## config.mk

```make
export PLATFORM = sky130hd
export DESIGN_NAME = pipe_stage_bank
export DESIGN_NICKNAME = d
export VERILOG_FILES = /design/src/rtl/pipe_stage_bank.sv
export SDC_FILE = /design/constraint.sdc
export NUM_CORES = 2
export LEC_CHECK = 0
export ABC_AREA = 1
export BUFFER_PORTS_ARGS = -buffer_cell sky130_fd_sc_hd__clkbuf_2
export CAP_MARGIN = 20
export CORE_AREA = 2 2 755 757
export CTS_BUF_LIST = sky130_fd_sc_hd__clkbuf_8
export DETAILED_ROUTE_END_ITERATION = 6
export DIE_AREA = 0 0 757 759
export GPL_TIMING_DRIVEN = 0
export PLACE_DENSITY = 0.37
export SLEW_MARGIN = 20
export SYNTH_ARGS = -nofsm -noshare
export SYNTH_HDL_FRONTEND = slang
export SYNTH_SLANG_ARGS = --single-unit
```

## constraint.sdc

```tcl
create_clock -name clk -period 2.7 [get_ports clk]
set_input_delay 0.135 -clock clk [delete_from_list [all_inputs] [get_ports clk]]
set_output_delay 0.135 -clock clk [all_outputs]
set_load 0.02 [all_outputs]
```

## src/rtl/pipe_stage_bank.sv

```systemverilog
// pipe_stage_bank: multi-field pipeline register bank with per-stage stall, flush, bubbles and occupancy
module pipe_stage_bank #(
  parameter int NSTAGES = 5,
  parameter int NITEMS = 10,
  parameter int WIDTH = 32,
  parameter logic [NITEMS-1:0][31:0] START = '0,
  parameter bit STALL_PROP = 1'b1
) (
  input  logic clk,
  input  logic grst_n,
  input  logic in_valid,
  input  logic [NITEMS-1:0][WIDTH-1:0] in,
  input  logic [NSTAGES-1:0] stall,
  input  logic [NSTAGES-1:0] flush,
  output logic [NITEMS-1:0][NSTAGES-1:0][WIDTH-1:0] stream,
  output logic [NSTAGES-1:0] valid,
  output logic [$clog2(NSTAGES+1)-1:0] occ
);
  logic [NSTAGES-1:0] est, bub, v_prev, valid_d, valid_q;
  always_comb begin
    est = '0;
    for (int s = 0; s < NSTAGES; s++) est[s] = STALL_PROP ? |(stall >> s) : stall[s];
  end
  assign bub = {est[NSTAGES-2:0], 1'b0};
  assign v_prev = {valid_q[NSTAGES-2:0], in_valid};
  assign valid_d = ~flush & ((est & valid_q) | (~est & ~bub & v_prev));
  always_ff @(posedge clk or negedge grst_n)
    if (!grst_n) valid_q <= '0;
    else valid_q <= valid_d;
  assign valid = valid_q;
  always_comb begin
    occ = '0;
    for (int s = 0; s < NSTAGES; s++) occ = occ + $bits(occ)'(valid_q[s]);
  end
  for (genvar i = 0; i < NITEMS; i++) begin : g_item
    for (genvar s = 0; s < NSTAGES; s++) begin : g_stage
      if (s < START[i]) begin : g_none
        assign stream[i][s] = '0;
      end else begin : g_reg
        logic [WIDTH-1:0] data_src, data_d, data_q;
        if (s == START[i]) begin : g_entry
          assign data_src = in[i];
        end else begin : g_chain
          assign data_src = stream[i][s-1];
        end
        always_comb data_d = flush[s] ? '0 : est[s] ? data_q : bub[s] ? '0 : data_src;
        always_ff @(posedge clk or negedge grst_n)
          if (!grst_n) data_q <= '0;
          else data_q <= data_d;
        assign stream[i][s] = data_q;
      end
    end
  end
endmodule

```

==> impl_metrics.yaml <==
outcome:
  status: "finished, violations left"
  violations: "negative setup slack"
detailed_routing:
  wl_per_cell_um: 31.9
  drtIter0Drc: 6466
  first_pass_iters: 6
  route.detailed.drc: 0
  vias: 71655
  drt-vias-per-instance: 3.99
  ant_nets: 0
  drt_wl_total_um: 573000
layout:
  area_growth_pct: 55.3
  nets: 10516
  layout-drive-gt1-share_pct: 26.6
  design_area_mm2: 0.101
clock_network:
  clock-sinks: 1605
  cts-root-buf: "clkbuf_8"
  clock_path_buffers: 4
  cts_tree: "built"
  h-tree-depth: 5
  numCtsBuffers: 331
  clock_latency_ns: 1.14
  cts.reportedPaths.clkPinSlew_ns: 0.06
power:
  pwr-share-clk_pct: 48.0
  peakVddDrop_v: 0.000307
  total_power_mw: 56.3
  power.leakage_nw: 49.4
  power.switching_mw: 16.8
  seqPwrFrac_pct: 43.1
  p_per_area_mw_per_mm2: 555
  combPwrFrac_pct: 8.9
  intPower_mw: 39.4
  p_sw_share_pct: 30.0
floorplan:
  row_count: 277
  die_h_um: 759
  dieArea_mm2: 0.575
  die_x_um: 757
  fp.coreArea_mm2: 0.567
  pin_count: 1941
  start_util_pct: 11.5
placed_design:
  gp_congestion: 0.893
  dp_hpwl_um: 470000
  placed_cell_area_mm2: 0.0860
  portBuffers: 1939
  post-place-ws_ns: -1.04
global_routing:
  grt_max_degree: 82
  grt_use_total_pct: 19.2
  first_global_vias: 70172
  grt_pass1_wl_um: 733000
  antenna_found_initial: 137
  gr-total-overflow: 0
setup_path:
  critPathMaxStageDelay_ns: 0.52
  critPathArrivalTime_ns: 2.93
  path_depth: 6
  crit_required_ns: 2.57
  crit_path_max_fanout: 2
  cp_top_family: "adder cells"
  crit_buf_inv: 3
  worstSetupPathType: "reg2out"
  ff2ff_path_depth: 3
  reg2reg_to: "g_item[4].g_stage[0].g_reg.data_q[2]$_DFFE_PN0P_"
  path_cells: "inv_2 > fa_1 > inv_2 > fa_2 > ha_4 > buf_8"
  end_kind: "output port"
  startpoint_type: "flip-flop"
  r2r-start: "g_item[4].g_stage[0].g_reg.data_q[2]$_DFFE_PN0P_"
  crit_slowest_cell: "fa_1"
  cp_common_cell: "inv_2"
  r2r_setup_slack_ns: 1.04
sta:
  fin_crit_sh_pct: 114
  min_period_ns: 3.07
  max_freq_mhz: 326
  finalMaxSlewViolations: 0
  worst_clock_skew_ns: 0.0894
  finalWorstSetupSlack_ns: -0.369
  finalSetupViolCount: 15
  slew_headroom_pct: 18.3
  rsz0062_at_grt: "yes"
  worst_slew_pin_slew_ns: 1.23
  hold_viol_final: 0
synth:
  ys_seq_elements: 1605
  synth_cells: 7012
  ys_types: 21
  synth_area_mm2: 0.0652
  netlist_top_cells_count: "nand3_1, dfrtp_1, nand2_1, o21ai_0, clkbuf_1"
  synth_top_area_share_pct: 61.6
  yosysSeqAreaShare_pct: 61.6
  synth_largest_area_cell: "dfrtp_1"
  yosysMostFrequentCell: "nand3_1"
  synth_edf_count: 0
  avgSynthCellArea_um2: 9.30
  async_reset_ff_share_pct: 100
  yosysWarnings: 0
  synth_flop_cell: "dfrtp_1"
  synth_area_leaders: "dfrtp_1, nand3_1, nand2_1"
  synth_fp_nets: 7348
hold_path:
  hold_class: "in2async"
job:
  drv_cap: 0
## how the worst max path moves through the flow
stage	start	endpoint
after CTS	valid[0]$_DFF_PN0_	occ[1]
after global placement	grst_n	g_item[1].g_stage[4].g_reg.data_q[22]$_DFFE_PN0P_
after floorplan	valid[0]$_DFF_PN0_	occ[1]
after global routing	valid[0]$_DFF_PN0_	occ[1]
final	valid[0]$_DFF_PN0_	occ[1]
after detailed placement	stall[4]	g_item[6].g_stage[2].g_reg.data_q[29]$_DFFE_PN0P_
## per-layer routing
layer	up-vias	GRT usage (%)	part of all wire (%)
li1	30560	-	-
met1	36754	25.1	43
met2	3536	29.9	44
met3	791	5.04	8.1
met4	14	7.66	4.7
met5	-	0	0.016
## timing repair
action / CTS / global route
pin swaps: 3 / 1
hold buffers: 836 / 1
hold endpoints to repair: 1063 / 3
setup buffers: 2 / 0
setup endpoints to repair: 12 / 652
gates resized for setup: 21 / 10
gates cloned: 0 / 0
## power by group through the flow
stage	combinational, mW	clock [mW]	sequential, mW
2_1_floorplan	1.13	0	24.7
3_3_place_gp	3.76	0	24.8
6_report	5.00	27.0	24.2
5_1_grt	5.34	28.8	24.2
4_1_cts	5.12	27.9	24.2
3_5_place_dp	4.18	0	24.7
## tightest hold or removal path, cell delays in order
cell and delay [ns]:
clkbuf_8 0.11, buf_16 0.10, buf_16 0.10, buf_16 0.10
buf_16 0.09, buf_16 0.10, buf_16 0.09, buf_16 0.10
buf_16 0.10, buf_16 0.09, buf_16 0.11, buf_16 0.14
buf_16 0.25
## kinds of logic (layout without fill, tap and decap cells)
kind of cell    after synthesis  count (layout)  synth area share [%]
compound gates              770             770                  6.40
fa+ha+maj                     3               3                0.0806
buf+inv                     837            4204                  5.35
flops                      1605            1605                  61.6
other cells                   0              68                     0
simple gates               3797            3797                  26.6
## cell type report
| class | instances | area, µm² |
|---|---|---|
| Buffer | 694 | 3140 |
| Clock buffer | 380 | 5230 |
| Sequential cell | 1605 | 40200 |
| Antenna cell | 68 | 170 |
| Inverter | 143 | 537 |
| Clock inverter | 152 | 1190 |
| Multi-Input combinational cell | 4570 | 21600 |
| Timing Repair Buffer | 2835 | 19800 |
| Tap cell | 7533 | 9430 |
| Fill cell | 64366 | 466000 |
## per-stage QoR
stage                     util (%)  hold slack (ns)  setup TNS (ns)  std cells
final                         17.9            0.125           -1.17      17980
after global routing          17.8           0.0203           -1.51      17945
after CTS                     17.8          0.00111          -69.33      17913
after detailed placement      15.2            0.159         -339.87      16543
after global placement        14.9            0.368               -      16484
after floorplan                  -           -0.161               0       7012
## layout by cell type (no fill, tap or decap), types with 10 or more instances in the layout
cell	count
clkbuf_4	23
buf_16	54
buf_2	151
clkbuf_1	350
clkinvlp_4	11
buf_12	17
dfrtp_1	1595
dfrtp_2	10
bufinv_16	10
diode_2	68
o21ai_1	165
buf_1	59
buf_4	43
o21ai_0	477
clkbuf_8	381
o31ai_1	127
nand2_1	1351
inv_1	228
dlygate4sd3_1	822
clkinv_2	17
clkbuf_2	2002
nand3_1	2440
## flip-flops by register name, summed over array words and instances, names as in the netlist
signal	cells
g_item.g_stage.g_reg.data_q	1600
valid	5
Power figures use the tool's default switching activity.
